**src/rtl/alarm_sequencer.sv**
```systemverilog
// rtl/alarm_sequencer.sv - alarm clock sequencer: alarm-time edit, match, ring, snooze and buzzer gating
`timescale 1ns/1ps
module alarm_sequencer #(
    parameter int RING_SECONDS   = 60,
    parameter int SNOOZE_MINUTES = 5
) (
    input  logic       clk,
    input  logic       rst_n,
    input  logic       tick_1hz,
    input  logic [4:0] hr_in,
    input  logic [5:0] min_in,
    input  logic [5:0] sec_in,
    input  logic       alarm_en,
    input  logic       set_enable,
    input  logic       set_hr_or_min,
    input  logic       inc_pulse,
    input  logic       snooze_pulse,
    input  logic       stop_pulse,
    output logic [4:0] alarm_hr,
    output logic [5:0] alarm_min,
    output logic       ringing,
    output logic       buzzer,
    output logic [1:0] state
);

    localparam logic [1:0] IDLE   = 2'b00;
    localparam logic [1:0] ARMED  = 2'b01;
    localparam logic [1:0] RING   = 2'b10;
    localparam logic [1:0] SNOOZE = 2'b11;

    localparam logic [7:0] RING_LOAD   = 8'(RING_SECONDS);
    localparam logic [9:0] SNOOZE_LOAD = 10'(SNOOZE_MINUTES * 60);

    logic [7:0] ring_cnt;
    logic [9:0] snooze_cnt;
    logic [1:0] state_nxt;
    logic [7:0] ring_nxt;
    logic [9:0] snooze_nxt;
    logic       buzzer_nxt;
    logic       match;
    logic       edit_ok;

    // The seconds==0 term stops a re-trigger after an early return to ARMED
    // within the matched minute; match uses the pre-increment alarm value.
    assign match   = tick_1hz && (hr_in == alarm_hr) && (min_in == alarm_min) && (sec_in == 6'd0);
    assign edit_ok = set_enable && inc_pulse && ((state == IDLE) || (state == ARMED));
    assign ringing = (state == RING);

    // Next-state logic: disarm beats stop, stop beats snooze, snooze beats ticks.
    always_comb begin
        state_nxt  = state;
        ring_nxt   = ring_cnt;
        snooze_nxt = snooze_cnt;
        buzzer_nxt = 1'b0;
        if (!alarm_en) begin
            state_nxt = IDLE;
        end else begin
            case (state)
                IDLE: begin
                    state_nxt = ARMED;
                end
                ARMED: begin
                    if (match) begin
                        state_nxt = RING;
                        ring_nxt  = RING_LOAD;
                    end
                end
                RING: begin
                    if (stop_pulse) begin
                        state_nxt = ARMED;
                    end else if (snooze_pulse) begin
                        state_nxt  = SNOOZE;
                        snooze_nxt = SNOOZE_LOAD;
                    end else if (tick_1hz) begin
                        ring_nxt = ring_cnt - 8'd1;
                        if (ring_cnt == 8'd1) begin
                            state_nxt = ARMED;
                        end else begin
                            buzzer_nxt = ~buzzer;
                        end
                    end else begin
                        buzzer_nxt = buzzer;
                    end
                end
                default: begin
                    if (stop_pulse) begin
                        state_nxt = ARMED;
                    end else if (tick_1hz) begin
                        snooze_nxt = snooze_cnt - 10'd1;
                        if (snooze_cnt == 10'd1) begin
                            state_nxt = RING;
                            ring_nxt  = RING_LOAD;
                        end
                    end
                end
            endcase
        end
    end

    // Sequencer registers: state, ring/snooze counters and buzzer drive.
    always_ff @(posedge clk or negedge rst_n) begin
        if (!rst_n) begin
            state      <= IDLE;
            ring_cnt   <= 8'd0;
            snooze_cnt <= 10'd0;
            buzzer     <= 1'b0;
        end else begin
            state      <= state_nxt;
            ring_cnt   <= ring_nxt;
            snooze_cnt <= snooze_nxt;
            buzzer     <= buzzer_nxt;
        end
    end

    // Alarm time edit with independent hour and minute wrap (no carry).
    always_ff @(posedge clk or negedge rst_n) begin
        if (!rst_n) begin
            alarm_hr  <= 5'd0;
            alarm_min <= 6'd0;
        end else if (edit_ok) begin
            if (!set_hr_or_min) begin
                alarm_hr <= (alarm_hr == 5'd23) ? 5'd0 : alarm_hr + 5'd1;
            end else begin
                alarm_min <= (alarm_min == 6'd59) ? 6'd0 : alarm_min + 6'd1;
            end
        end
    end

endmodule

```
**config.mk**
```make
export PLATFORM = sky130hd
export DESIGN_NAME = alarm_sequencer
export DESIGN_NICKNAME = d
export VERILOG_FILES = /design/src/rtl/alarm_sequencer.sv
export SDC_FILE = /design/constraint.sdc
export NUM_CORES = 1
export LEC_CHECK = 0
export ABC_CLOCK_PERIOD_IN_PS = 2440
export BUFFER_PORTS_ARGS = -buffer_cell sky130_fd_sc_hd__clkbuf_2
export CAP_MARGIN = 20
export CORE_ASPECT_RATIO = 2
export CORE_MARGIN = 1.5
export CORE_UTILIZATION = 45
export CTS_CLUSTER_DIAMETER = 120
export DETAILED_ROUTE_END_ITERATION = 7
export HOLD_SLACK_MARGIN = 0.12
export PLACE_DENSITY_LB_ADDON = 0.08
export SLEW_MARGIN = 5
export SYNTH_ARGS = -nofsm -noshare
export SYNTH_HDL_FRONTEND = slang
export SYNTH_SLANG_ARGS = --single-unit
```
**constraint.sdc**
```tcl
create_clock -name clk -period 2.44 [get_ports clk]
set_input_delay 0.488 -clock clk [delete_from_list [all_inputs] [get_ports clk]]
set_output_delay 0.488 -clock clk [all_outputs]
set_load 0.005 [all_outputs]
```
==> results of run 1 <==
## through the flow
step	util, %	std cells	power, mW
2_1_floorplan	-	216	1.715
4_1_cts	55.60	317	2.578
6_report	55.60	317	2.548
5_1_grt	55.60	317	2.771
3_3_place_gp	53.14	309	2.046
3_5_place_dp	53.14	309	2.065
## critical path: cells and delay by family, from the launching register on
family | cells | cell delay, ns
simple gates | 4 | 1.13
flops | 1 | 0.41
fa+ha+maj | 1 | 0.30
xor+xnor | 1 | 0.14
buf+inv | 1 | 0.09
## final cells by class
type                            count  area share [%]
Clock buffer                        6           2.979
Clock inverter                      2           1.438
Inverter                           12           1.849
Multi-Input combinational cell    164           47.71
Sequential cell                    32           32.87
Tap cell                           54           2.773
Timing Repair Buffer               47           10.37
## state kept, by name, indices dropped and copies added, names as in the netlist
register / flops
alarm_hr: 5
ring_cnt: 8
state: 2
buzzer: 1
snooze_cnt: 10
alarm_min: 6
## cell families (layout without fill, tap and decap cells)
family / after synthesis / count (layout) / share of synthesized area [%]
AOI/OAI and AO/OA: 43 / 43 / 15.24
xor gates and xnor gates: 20 / 20 / 8.464
adders and majority gates: 10 / 10 / 6.046
buffers and inverters: 20 / 67 / 5.139
DFF: 32 / 32 / 38.69
muxes: 5 / 5 / 2.720
and+or+nand+nor: 86 / 86 / 23.70
## routing by layer
layer,GRT usage [%],vias to the layer above,share of wire (%)
met1,19.77,869,35
met4,9.979,0,3.0
met3,4.242,12,3.7
met5,0,-,0
li1,-,876,-
met2,40.66,36,58
## synth_stat cells (2+ instances only)
cell      count
a32o_1        2
mux2_2        5
a21oi_1       3
a211oi_1      3
xor2_1        5
dfrtp_1      32
nand4_1       7
nand3_1      10
a41oi_1       4
nor3b_1       4
a22o_1        2
nor2_1       14
inv_1        12
and2_1        2
o22ai_1       2
o211ai_1      2
a31oi_1       6
nand2_1      21
or3_1         2
clkbuf_1      3
ha_1         10
clkbuf_8      2
a21o_1        2
nand2b_1      3
and3_1        3
nor4_1        2
xnor2_1      15
nor3_1        8
buf_4         3
o21ai_0      10
## worst max-delay path by stage
stage,startpoint,end,depth (start not counted)
3_3_place_gp,state[0]$_DFFE_PN0P_,snooze_cnt[5]$_DFFE_PN0P_,7
2_1_floorplan,state[0]$_DFFE_PN0P_,snooze_cnt[5]$_DFFE_PN0P_,7
5_1_grt,state[0]$_DFFE_PN0P_,snooze_cnt[5]$_DFFE_PN0P_,7
3_5_place_dp,state[0]$_DFFE_PN0P_,snooze_cnt[5]$_DFFE_PN0P_,7
6_report,state[0]$_DFFE_PN0P_,snooze_cnt[5]$_DFFE_PN0P_,7
4_1_cts,state[0]$_DFFE_PN0P_,snooze_cnt[5]$_DFFE_PN0P_,7
## power groups by stage
stage	combinational (mW)	clock (mW)	sequential, mW
after floorplan	0.775	0	0.940
after global placement	1.04	0	1.00
after detailed placement	1.06	0	1.01
after CTS	1.06	0.518	0.997
after global routing	1.19	0.542	1.04
final	1.05	0.504	0.995
==> metrics, run 1 <==
Die Span Y=98.91 um; ANT nets after route=0; Final Max Slew Viols=0; TritonCTS clock tree=yes; Post-CTS Setup Bufs=0; Avg WL per Cell=15.15 um; DP HPWL=3845 um; startpoint types=flop; crit path DAT=2.35 ns; worst hold margin=0.2836 ns; fill count=413; Slew Limit Headroom=45.42%; Via Count=1793; top_reg_cell synth=dfrtp_1; nets@finish=298; cell taking the most area after synthesis=dfrtp_1; synthesized netlist net count=252; Initial DRC Count=23; measured slew at the worst slew-check pin=0.8187 ns; core area=0.004382 mm2; final worst slack=0.2619 ns; routed wire length=4803 um; commonest cells after routing, fill and taps aside=clkbuf_2 (40), dfrtp_1 (32), nand2_1 (21), xnor2_1 (15), nor2_1 (14); Pleak=1.101 nW; Post-synth ARST share=100.0%; reg-to-reg startpoint=state[0]$_DFFE_PN0P_; routability cong.=0.8290; share of the synthesized area in the top cell type=38.69%; area of the multi-input gates=0.001162 mm2; Post-Syn Instances=216; post-route cell area=0.002436 mm2; FF/Latch Area=800.8 um2; vias in the first global route=1831; Placed Instance Area=0.002328 mm2; Seq cells post-synth=32; TritonCTS Buffers=5; row count=34; Synth Warn #=0; Post-CTS Hold Buffers=0; GRT Overall Usage=21.05%; commonest non-fill, non-tap cell in the layout=clkbuf_2; CTS resizes=0; initial antenna violation count=0; Post-synth EDFFs=0; Hold WC Path Type=primary input to async pin; FMAX=0.4591 GHz; CP required=2.61 ns; first-pass GRT wire length=8121 um; endpoints failing hold=0; total congestion overflow=0; r2r endpoint=snooze_cnt[5]$_DFFE_PN0P_; fin crit share=89.27%; Crit Path Class=flop to flop; die extent in x=50.95 um; Antenna Diode Count=0; worst-case reg-to-reg path depth=7; Max Cap Viol=0; initial core utilization=47.23%; Layout area overhead=17.71%; crit path cell chain=inv_1 -> ha_1 -> nor4b_4 -> nand4_2 -> or4_1 -> xor2_1 -> nand2_1; clock group share of total power=19.8%; 1st-pass router iterations=4; DRC Markers=0; Mapped Avg Cell Area=9.581 um2; Distinct cells, synth=47; VDD IR max=558.5 uV; Worst-path clk slew=0.07 ns; Seq pwr share=39.0%; Comb pwr share=41.2%; RSZ-0062 raised after global routing=false; CTS Sinks=32; die area=0.005039 mm2; Clk Latency, worst-skew pair=0.29 ns; most area-consuming cells after synthesis=dfrtp_1 (39%), xnor2_1 (6.3%), ha_1 (6.0%), nand2_1 (3.8%), mux2_2 (2.7%); register area share after synthesis=38.69%; reg2reg setup slack=0.26 ns; Finish-stage setup viols=0; H-tree lvl count=2; clk buf depth=2; Psw=1.021 mW; crit path max-delay cell type=or4_1; Setup Skew=0.008291 ns; CP peak stage delay=0.44 ns; element type at the critical path end=flop; switching share of total power=40.07%; pwr dens=1046 mW/mm2; dpl ws=0.2634 ns; CTS Root Cell=clkbuf_8; Ports=41; crit path max fanout=6; internal power=1.527 mW; status=completed; largest net degree at the start of global routing=33; min Tclk post-route=2.178 ns; setup TNS=0 ns; synthesized area=0.002069 mm2; Via density=5.656; layout cell share with drive strength beyond 1=25.48%; port bufs=40
No activity file was read; power rests on OpenSTA's default activity.
==> inputs of run 2 (changes only) <==
--- a/config.mk
+++ b/config.mk
@@ -6,5 +6,5 @@
 export NUM_CORES = 1
 export LEC_CHECK = 0
-export ABC_CLOCK_PERIOD_IN_PS = 2440
+export ABC_CLOCK_PERIOD_IN_PS = 1790
 export BUFFER_PORTS_ARGS = -buffer_cell sky130_fd_sc_hd__clkbuf_2
 export CAP_MARGIN = 20
==> constraint.sdc (replaced) <==
create_clock -name clk -period 1.79 [get_ports clk]
set_input_delay 0.4475 -clock clk [delete_from_list [all_inputs] [get_ports clk]]
set_output_delay 0.4475 -clock clk [all_outputs]
set_load 0.005 [all_outputs]
==> run 2 against run 1 <==
Net effect:
- the flow now finishes with violations (negative setup slack)
- clock skew decreased by 0.0019 ns
- global-route usage up 2.9 points
- die area stayed put
- cell count increased by 15%
- worst setup slack got worse by 0.35 ns
- register-to-register slack got worse by 0.35 ns
- count of clock-buffer cells in the layout up 1
- routed wire length is 26% higher
- clock power increased by 54%
- non-clock buffer count rose by 49
- hold slack gained 0.25 ns
- highest routed layer unchanged
==> metrics, run 2 (same netlist as run 1, synthesis figures left out) <==
final worst slack=-0.09077 ns; commonest cells after routing, fill and taps aside=buf_4 (47), clkbuf_2 (40), dfrtp_1 (31), nand2_1 (21), nor2_1 (12); routed wire length=6050 um; CP startpoint=state[1]$_DFFE_PN0P_; Finished Core Util=71.90%; Largest regs=snooze_cnt: 10 flops, ring_cnt: 8 flops, alarm_min: 6 flops; total congestion overflow=0; first-pass GRT wire length=9073 um; Avg WL per Cell=16.53 um; largest net degree at the start of global routing=19; Worst-path clk slew=0.07 ns; pwr dens=1453 mW/mm2; Worst path depth=7; core area=0.004382 mm2; Setup Skew=0.006416 ns; WL met3=201 um; reg-to-reg startpoint=state[1]$_DFFE_PN0P_; die area=0.005039 mm2; startpoint types=flop; ANT nets after route=0; Max Cap Viol=0; H-tree lvl count=2; 1st-pass router iterations=4; Layout area overhead=52.24%; FMAX=0.5317 GHz; Die Span Y=98.91 um; Crit Path Class=flop to flop; Via density=5.525; min Tclk post-route=1.881 ns; vias in the first global route=2034; CP required=1.96 ns; initial antenna violation count=0; critical path's top delay family=simple AND/OR/NAND/NOR gates; commonest non-fill, non-tap cell in the layout=buf_4; Buf/Inv on CP=1; RSZ-0062 raised after global routing=true; routability cong.=0.8093; CTS Sinks=32; CTS Root Cell=clkbuf_8; status=complete, but fails checks; Initial DRC Count=26; element type at the critical path end=flop; Hold WC Path Type=flop to flop; TritonCTS Buffers=5; DP HPWL=4414 um; min-delay src=snooze_cnt[1]$_DFFE_PN0P_; Ports=41; crit path max-delay cell type=or4_1; layout cell share with drive strength beyond 1=49.68%; Top Layer Used=met4; max FFs per register=10; Slew Limit Headroom=67.54%; worst-case reg-to-reg path depth=7; CP peak stage delay=0.43 ns; Final Non-Filler Cells=366; Final Max Slew Viols=0; port bufs=40; GRT Overall Usage=23.92%; initial core utilization=47.23%; failing checks=negative setup slack; Pleak=1.442 nW; die extent in x=50.95 um; clk buf depth=2; crit path DAT=2.05 ns; Antenna Diode Count=0; Via Count=2022; M1 WL=2044 um; TritonCTS clock tree=yes; Finish-stage setup viols=11; Clk Latency, worst-skew pair=0.29 ns; DRC Markers=0; measured slew at the worst slew-check pin=0.4859 ns; fin crit share=105.1%; worst hold path stage count=1; crit path cell chain=inv_2 -> ha_4 -> nor4b_4 -> nand4_2 -> or4_1 -> xor2_1 -> nand2_1; dpl cells=349; endpoints failing hold=0; largest register by flop count=snooze_cnt; DR WL met2=3669 um; nets@finish=347; row count=34; VDD IR max=1004 uV; crit path max fanout=3
-- run 2: metal layers --
layer	vias up	global-route usage [%]
met3	12	3.182
met1	982	21.96
met5	-	0
li1	976	-
met4	0	8.940
met2	52	48.95
-- run 2: cell type report --
class | count | area, um2
multi-input cells | 164 | 1448
inverters | 12 | 47.55
flip-flops and latches | 32 | 802.0
clock inverters | 1 | 30.03
well taps | 54 | 67.56
fillers | 364 | 1231
clock buffers | 7 | 96.34
repair buffers | 96 | 659.4
-- run 2: power breakdown --
group / internal [mW] / total (mW) / switching, mW / leakage [nW]
clock: 0.491 / 0.775 / 0.283 / 0.0645
combinational: 1.28 / 2.52 / 1.24 / 0.976
sequential: 0.997 / 1.28 / 0.283 / 0.401
total: 2.77 / 4.58 / 1.81 / 1.44
-- run 2: path summary, 6_finish.rpt --
path	end	slack, ns
worst max register to register	snooze_cnt[5]$_DFFE_PN0P_	-0.09
max in group asynchronous	state[0]$_DFFE_PN0P_	0.70
min in group asynchronous	buzzer$_DFFE_PN0P_	0.63
worst max-delay path	snooze_cnt[5]$_DFFE_PN0P_	-0.09
worst min register to register	snooze_cnt[1]$_DFFE_PN0P_	0.53
worst min-delay path	snooze_cnt[1]$_DFFE_PN0P_	0.53
-- run 2: repair_timing --
action,CTS,global route
hold buffers,1,0
hold endpoints to repair,14,0
setup buffers,2,6
gates resized for setup,18,44
setup endpoints to repair,19,26
gates cloned,0,1
pin swaps,3,30
-- run 2: stage by stage --
step | cell area (um2) | hold WS, ns | setup TNS [ns] | setup slack [ns] | total power [mW]
5_1_grt | 3151 | 0.5414 | -2.077 | -0.1947 | 4.837
4_1_cts | 2889 | 0.5172 | -0.1814 | -0.07792 | 4.215
6_report | 3151 | 0.5294 | -0.5355 | -0.09077 | 4.578
3_3_place_gp | 2663 | 0.3974 | -1.363 | -0.1381 | 3.237
3_5_place_dp | 2663 | 0.4092 | -1.689 | -0.1824 | 3.284
2_1_floorplan | 2091 | 0.1519 | -0.9727 | -0.2214 | 2.386
==> inputs of run 3 (changes only) <==
CORE_UTILIZATION = 50   (was 45)
==> run 3 against run 2 <==
Net effect:
- the flow still finishes with violations (negative setup slack)
- global-route usage increased by 0.60 points
- first-iteration DRC count shrank 19%
- routed wire length fell by 7.3%
- utilization up 4.7 points
- hold slack got worse by 0.017 ns
- largest cell class unchanged
==> metrics, run 3 (same netlist as run 1, synthesis figures left out) <==
status=complete, but fails checks; failing checks=negative setup slack; TritonCTS clock tree=yes; clk buf depth=2; fin crit share=107.4%; initial antenna violation count=0; largest register by flop count=snooze_cnt; Via density=5.567; Max Cap Viol=0; die extent in x=48.49 um; Crit Path Class=flop to flop; Placed Instance Area=0.002645 mm2; first-pass GRT wire length=8597 um; CTS Sinks=32; ANT nets after route=0; Largest regs=snooze_cnt: 10 flops, ring_cnt: 8 flops, alarm_min: 6 flops; Antenna Diode Count=0; Worst-path clk slew=0.07 ns; post-route cell area=0.003098 mm2; dpl cells=345; final worst slack=-0.1321 ns; TritonCTS Buffers=5; nets@finish=348; startpoint types=flop; Setup Skew=0.008278 ns; Hold WC Path Type=flop to flop; vias in the first global route=2004; measured slew at the worst slew-check pin=0.4496 ns; Ports=41; Avg WL per Cell=15.36 um; DRC Markers=0; die area=0.004557 mm2; Finish-stage setup viols=14; Finished Core Util=76.56%; layout cell share with drive strength beyond 1=47.92%; Layout area overhead=49.70%; GRT Overall Usage=24.53%; RSZ-0062 raised after global routing=true; max FFs per register=10; total congestion overflow=0; Pleak=1.442 nW; Final Non-Filler Cells=365; VDD IR max=964.6 uV; Clk Latency, worst-skew pair=0.29 ns; Final Max Slew Viols=0; row count=33; initial core utilization=51.14%; largest net degree at the start of global routing=17; Via Count=2032; 1st-pass router iterations=4; CTS Root Cell=clkbuf_8; commonest cells after routing, fill and taps aside=buf_4 (45), clkbuf_2 (40), dfrtp_1 (32), nand2_1 (20); routed wire length=5608 um; Initial DRC Count=21; Slew Limit Headroom=69.79%; routability cong.=0.8490; CP required=1.96 ns; pwr dens=1380 mW/mm2; commonest non-fill, non-tap cell in the layout=buf_4; crit path DAT=2.09 ns; FMAX=0.5203 GHz; element type at the critical path end=flop; crit path max fanout=5; min Tclk post-route=1.922 ns; core area=0.004046 mm2; port bufs=40; Die Span Y=93.98 um; DP HPWL=4111 um; endpoints failing hold=0; dpl ws=-0.2599 ns; H-tree lvl count=2
-- run 3: cell types whose count changed in the layout (fill, tap and decap cells not counted), moves of 2 or more --
cell,change
a31oi_4,-2
buf_4,-2
buf_6,+4
clkbuf_1,+2
mux2_2,-2
mux2_4,+2
nand3_2,-2
-- run 3: stage by stage --
stage / power, mW / hold WS (ns) / setup TNS (ns)
detailed placement: 3.267 / 0.3887 / -2.404
floorplan: 2.386 / 0.1519 / -0.9727
global route: 4.549 / 0.5424 / -2.744
CTS: 3.950 / 0.5031 / -0.3513
finish: 4.276 / 0.5126 / -0.8063
global placement: 3.229 / 0.3890 / -1.744
-- run 3: per-layer routing --
| metal | part of all wire (%) | vias to the layer above | track usage, % | routed length [um] |
|---|---|---|---|---|
| li1 | - | 980 | - | - |
| met3 | 3.0 | 16 | 2.866 | 168 |
| met2 | 59 | 49 | 50.58 | 3299 |
| met1 | 35 | 987 | 22.46 | 1972 |
| met5 | 0 | - | 0 | 0 |
| met4 | 3.0 | 0 | 12.62 | 167 |
-- run 3: path summary, 6_finish.rpt --
kind                                      startpoint                   endpoint  slack, ns  depth (start not counted)
setup / recovery                state[0]$_DFFE_PN0P_    alarm_hr[1]$_DFFE_PN0P_      -0.13                          8
hold / removal             snooze_cnt[1]$_DFFE_PN0P_  snooze_cnt[1]$_DFFE_PN0P_       0.51                          1
setup reg to reg                state[0]$_DFFE_PN0P_    alarm_hr[1]$_DFFE_PN0P_      -0.13                          8
hold reg to reg            snooze_cnt[1]$_DFFE_PN0P_  snooze_cnt[1]$_DFFE_PN0P_       0.51                          1
max in group asynchronous                      rst_n    ring_cnt[6]$_DFFE_PN0P_       0.74                          3
min in group asynchronous                      rst_n   alarm_min[1]$_DFFE_PN0P_       0.62                          2
-- run 3: timing repair --
action	CTS	global route
endpoints found under the setup margin	20	26
gates resized for setup	18	41
pin swaps	9	28
cloned	0	1
endpoints found under the hold margin	12	0
hold buffers	1	0
buffers inserted	1	9
-- run 3: final cells by class --
class | count | area (um2)
clock buffer | 8 | 90.09
inverter | 12 | 47.55
multi-input combinational | 164 | 1420
fill | 316 | 948.4
tap | 52 | 65.06
timing repair buffer | 97 | 674.4
sequential | 32 | 800.8
-- run 3: power breakdown --
| group | leakage [nW] | switching (mW) | internal, mW |
|---|---|---|---|
| Sequential | 0.402 | 0.264 | 0.995 |
| Combinational | 0.994 | 1.18 | 1.26 |
| Clock | 0.0455 | 0.268 | 0.314 |
-- run 3: critical path, cell delays in order (launching register included) --
cell,delay [ns]
dfrtp_1,0.43
inv_2,0.13
ha_4,0.15
buf_4,0.10
buf_6,0.08
o211ai_1,0.15
nor2_2,0.27
buf_4,0.17
mux2_2,0.31
